**config.mk**
```make
export PLATFORM = sky130hd
export DESIGN_NAME = pio_cop_sequencer
export DESIGN_NICKNAME = d
export VERILOG_FILES = /design/src/rtl/pio_cop_sequencer.sv
export SDC_FILE = /design/constraint.sdc
export NUM_CORES = 1
export LEC_CHECK = 0
export ABC_CLOCK_PERIOD_IN_PS = 1500
export CAP_MARGIN = 20
export CORE_MARGIN = 1
export CORE_UTILIZATION = 47
export CTS_CLUSTER_SIZE = 40
export DETAILED_ROUTE_END_ITERATION = 10
export PLACE_DENSITY = 0.76
export SYNTH_ARGS = -nofsm -noshare
export SYNTH_HDL_FRONTEND = slang
export SYNTH_SLANG_ARGS = --single-unit
```
**constraint.sdc**
```tcl
create_clock -name clk_clk -period 1.5 [get_ports clk_clk]
set_clock_uncertainty 0.05 [all_clocks]
set_input_delay 0.3 -clock clk_clk [delete_from_list [all_inputs] [get_ports clk_clk]]
set_output_delay 0.3 -clock clk_clk [all_outputs]
set_load 0.01 [all_outputs]
```
**src/rtl/pio_cop_sequencer.sv**
```systemverilog
// rtl/pio_cop_sequencer.sv - PIO command/response handshake sequencer driving a coprocessor
module pio_cop_sequencer #(
  parameter int unsigned TIMEOUT = 255
) (
  input  logic       clk_clk,
  input  logic       reset_reset_n,
  input  logic [9:0] pio_cmd,
  output logic [9:0] pio_rsp,
  output logic       cop_start,
  output logic [2:0] cop_op,
  output logic [2:0] cop_addr,
  output logic [7:0] cop_wdata,
  input  logic       cop_done,
  input  logic [7:0] cop_rdata,
  input  logic       cop_err
);

  localparam logic [2:0] OP_NOP     = 3'b000;
  localparam logic [2:0] OP_LOAD_LO = 3'b001;
  localparam logic [2:0] OP_LOAD_HI = 3'b010;
  localparam logic [2:0] OP_EXEC    = 3'b011;
  localparam logic [2:0] OP_READ    = 3'b100;
  localparam logic [7:0] WAIT_LAST  = 8'(TIMEOUT - 1);

  typedef enum logic [1:0] {IDLE, DECODE, ISSUE, WAIT} state_t;

  state_t     state, state_nxt;
  logic [9:0] cmd_q;
  logic       req_q;
  logic [2:0] op_q;
  logic [5:0] data_q;
  logic       ack, busy, err;
  logic [6:0] result;
  logic [7:0] rdata_q;
  logic [7:0] wait_cnt;
  logic       new_cmd, done_hit, timeout_hit, finish;

  assign pio_rsp   = {ack, busy, err, result};
  assign cop_start = (state == ISSUE);

  always_ff @(posedge clk_clk or negedge reset_reset_n) begin
    if (!reset_reset_n) state <= IDLE;
    else                state <= state_nxt;
  end

  always_comb begin
    state_nxt   = state;
    new_cmd     = 1'b0;
    done_hit    = 1'b0;
    timeout_hit = 1'b0;
    finish      = 1'b0;
    case (state)
      IDLE: begin
        if (cmd_q[9] != ack) begin
          new_cmd   = 1'b1;
          state_nxt = DECODE;
        end
      end
      DECODE: begin
        if (op_q == OP_EXEC) begin
          state_nxt = ISSUE;
        end else begin
          finish    = 1'b1;
          state_nxt = IDLE;
        end
      end
      ISSUE: state_nxt = WAIT;
      WAIT: begin
        // a completion on the last allowed cycle still wins over the timeout
        done_hit    = cop_done;
        timeout_hit = !cop_done && (wait_cnt == WAIT_LAST);
        if (done_hit || timeout_hit) begin
          finish    = 1'b1;
          state_nxt = IDLE;
        end
      end
      default: state_nxt = IDLE;
    endcase
  end

  always_ff @(posedge clk_clk or negedge reset_reset_n) begin
    if (!reset_reset_n) begin
      cmd_q     <= '0;
      req_q     <= 1'b0;
      op_q      <= '0;
      data_q    <= '0;
      ack       <= 1'b0;
      busy      <= 1'b0;
      err       <= 1'b0;
      result    <= '0;
      rdata_q   <= '0;
      wait_cnt  <= '0;
      cop_op    <= '0;
      cop_addr  <= '0;
      cop_wdata <= '0;
    end else begin
      cmd_q <= pio_cmd;
      if (new_cmd) begin
        req_q  <= cmd_q[9];
        op_q   <= cmd_q[8:6];
        data_q <= cmd_q[5:0];
        busy   <= 1'b1;
        err    <= 1'b0;
      end
      if (state == DECODE) begin
        case (op_q)
          OP_NOP:     ;
          OP_LOAD_LO: cop_wdata[5:0] <= data_q;
          OP_LOAD_HI: begin
            cop_wdata[7:6] <= data_q[1:0];
            cop_addr       <= data_q[4:2];
          end
          OP_EXEC:    cop_op <= data_q[2:0];
          OP_READ:    result <= data_q[0] ? {6'b0, rdata_q[7]} : rdata_q[6:0];
          default:    err <= 1'b1;
        endcase
      end
      if (state == ISSUE) wait_cnt <= '0;
      if (state == WAIT) begin
        if (done_hit) begin
          rdata_q <= cop_rdata;
          result  <= cop_rdata[6:0];
          err     <= cop_err;
        end else if (timeout_hit) begin
          err <= 1'b1;
        end else begin
          wait_cnt <= wait_cnt + 8'd1;
        end
      end
      if (finish) begin
        ack  <= req_q;
        busy <= 1'b0;
      end
    end
  end

endmodule

```
==> results.py <==
metrics = {
    "outcome": {
        "status": "finished, violations left",
        "violations": "setup timing",
    },
    "timing": {
        "finalSetupTns_ps": -1010,
        "finalWorstSetupSlack_ps": -102,
        "hold_viol": 0,
        "finalSetupViolCount": 22,
        "period_minus_slack_ps": 1600,
        "rsz0062_at_grt": "true",
        "fin_crit_sh": 1.07,
        "whs_ps": 356,
        "relSlewSlack": 0.783,
        "tightestPinTransition_ps": 326,
        "max_freq_mhz": 624,
        "drv_slew": 0,
    },
    "cells_and_area": {
        "antenna-diode-count": 0,
        "stdcell_count": 365,
        "drive_gt1_frac": 0.325,
        "n_fill_cell": 375,
        "final_nets": 314,
        "syn2layout_area_growth_pct": 41.1,
        "utilization": 0.705,
    },
    "place": {
        "dp_hpwl_mm": 3.68,
        "pre_cts_ws_ps": -227,
        "portBuffers": 46,
        "place_congestion": 0.855,
        "dp.cells": 340,
    },
    "clocking": {
        "tritoncts": "yes",
        "clk_pin_slew_ps": 60,
        "htree_num_levels": 3,
        "numCtsBuffers": 9,
        "clockRootBuffer": "clkbuf_8",
        "insertion_delay_ps": 330,
        "clkSinkCount": 62,
        "clock_path_buffers": 2,
    },
    "floorplanning": {
        "initial_utilization": 0.500,
        "num_io_pins": 47,
        "die-area_sq_um": 5840,
        "rows": 26,
        "core_area_sq_um": 5200,
        "die_x_um": 76.4,
        "die_h_um": 76.4,
    },
    "global_routing": {
        "track_usage": 0.207,
        "grt_pass1_wl_mm": 9.30,
        "grt_pass1_vias": 1950,
        "antenna_found_initial": 0,
        "grt_overflow": 0,
        "grt_max_degree": 63,
    },
    "routing": {
        "detail_route.wl_per_cell_um": 15.3,
        "drc": 0,
        "ant_nets": 0,
        "routed-via-count": 1840,
        "finalWirelength_mm": 5.59,
        "dr.pass1.iters": 5,
        "drtIter0Drc": 103,
        "vias_per_cell": 5.04,
    },
    "yosys": {
        "yosysSeqAreaShare": 0.596,
        "synth_seq_cells": 62,
        "synth_warnings": 0,
        "synth_area_sq_um": 2600,
        "synth_nets": 232,
        "synth.distinct_cells": 43,
        "synth_area_per_cell_sq_um": 12.5,
        "synthCells": 208,
    },
    "power_and_ir_drop": {
        "ir_worst_vdd_mv": 1.25,
        "powerDensity_nw_per_um2": 1940,
        "cell_internal_pwr_mw": 4.80,
        "share_comb_of_total_power": 0.419,
        "pwr-share-seq": 0.389,
        "swShare": 0.325,
        "clock_power_share": 0.192,
        "switchingPower_mw": 2.31,
        "p_leak_nw": 1.79,
    },
    "job": {
        "max_cap_viol_count": 0,
    },
    "worst_setup_path": {
        "crit_arrival_ps": 1760,
        "crit_fanout": 6,
        "cp-start-kind": "register",
        "crit_type": "reg2reg",
        "endpoint_kind": "register",
        "required_ps": 1660,
    },
    "hold_path": {
        "hold_class": "in2reg",
    },
}
-- Yosys cell counts, drive strengths merged --
cell type | number | area [sq um]
a21oi | 4 | 20.0
a211oi | 1 | 7.51
nor2b | 7 | 43.8
a22oi | 1 | 7.51
nor2 | 8 | 32.5
nor3b | 2 | 20.0
a21boi | 1 | 7.51
o211ai | 2 | 15.0
or3 | 1 | 11.3
and2 | 1 | 6.26
nand4 | 2 | 18.8
and3 | 2 | 12.5
clkbuf | 4 | 15.0
inv | 4 | 15.0
nand2b | 1 | 6.26
and4b | 2 | 20.0
o311ai | 1 | 8.76
o2bb2ai | 2 | 17.5
a41oi | 2 | 17.5
nand3b | 2 | 15.0
nand3 | 8 | 45.0
a31oi | 1 | 6.26
dfrtp | 62 | 1550
xnor2 | 1 | 8.76
a22o | 1 | 8.76
o21ai | 10 | 53.8
ha | 2 | 25.0
buf | 5 | 38.8
o21bai | 1 | 7.51
nand2 | 30 | 113
nor3 | 1 | 5.00
mux2i | 9 | 90.1
mux2 | 26 | 323
and2b | 1 | 7.51
-- per-layer routing --
| layer | GRT usage | up-vias | wire (um) | share of wire |
|---|---|---|---|---|
| met5 | 0 | - | 0 | 0 |
| met4 | 0.0635 | 0 | 12 | 0.0021 |
| met3 | 0.0587 | 2 | 207 | 0.037 |
| met2 | 0.340 | 39 | 2940 | 0.53 |
| met1 | 0.266 | 911 | 2430 | 0.43 |
| li1 | - | 888 | - | - |
-- cell usage in the layout (no fill, tap or decap), types with 6 or more instances in the layout --
cell             synthesis  routed
clkdlybuf4s50_1          0      20
mux2i_1                  9       9
nand2_1                 30      30
clkbuf_8                 0       9
o21ai_1                  1       6
nor2b_1                  7       6
buf_4                    3      25
dlygate4sd2_1            0      23
mux2_4                   8      14
mux2_2                  18      12
dfrtp_1                 62      61
-- power by group through the flow --
stage / Combinational, mW / Sequential (mW) / Clock, mW
after floorplan: 1.46 / 2.81 / 0
after global placement: 2.72 / 2.73 / 0
after detailed placement: 2.81 / 2.77 / 0
after CTS: 2.83 / 2.76 / 1.40
after global routing: 3.23 / 2.85 / 1.47
final: 2.98 / 2.76 / 1.37
-- sequential cells by signal, summed over array words and instances, names as in the netlist, 3 cells and up, named ones only --
name	flops
wait_cnt	8
result	7
cmd_q	10
cop_wdata	8
rdata_q	8
cop_addr	3
op_q	3
cop_op	3
data_q	6
-- final cells by class --
type | count | area, sq um | share of cell area
inverters | 4 | 15.0 | 0.00409
repair buffers | 80 | 736 | 0.200
clock inverters | 4 | 47.5 | 0.0130
multi-input cells | 133 | 1100 | 0.299
well taps | 70 | 87.6 | 0.0239
clock buffers | 12 | 135 | 0.0368
flip-flops and latches | 62 | 1550 | 0.423
-- logic make-up (layout without fill, tap and decap cells) --
family	Yosys count	after routing	synth area share
AO/OA/AOI/OAI	27	27	0.0683
XOR/XNOR	1	1	0.00337
adder cells (fa/ha/maj)	2	2	0.00962
buffers and inverters	13	100	0.0264
flip-flops	62	62	0.596
multiplexers	35	35	0.159
AND/OR/NAND/NOR	68	68	0.137
-- worst paths after layout --
path / start / end / slack, ps / cells after the start
max in group asynchronous: reset_reset_n / state[0] / 680 / 3
min in group asynchronous: reset_reset_n / wait_cnt[1] / 450 / 3
max: register / cop_wdata[3] / -100 / 6
min reg2reg: rdata_q[2] / rdata_q[2] / 420 / 2
max reg2reg: register / cop_wdata[3] / -100 / 6
min: pio_cmd[9] / cmd_q[9] / 360 / 1
-- critical path, cell delays in order, from the launching register on --
cell and delay, ps:
dfrtp_1 390, buf_6 130, nor3b_4 220, nand2_1 100, nor2_2 120, buf_6 160, mux2_4 310
-- through the flow --
stage,total power [mW],area [sq um]
after floorplan,4.27,2600
after global placement,5.46,3320
after detailed placement,5.59,3320
after CTS,7.00,3590
after global routing,7.55,3670
final,7.11,3670
-- repair_timing --
action,CTS,global route
pin swaps,5,9
endpoints found under the hold margin,62,0
resized for setup,50,20
hold buffers,1,0
endpoints found under the setup margin,49,37
setup buffers,3,5
cloned,0,0
Power figures use the tool's default switching activity.
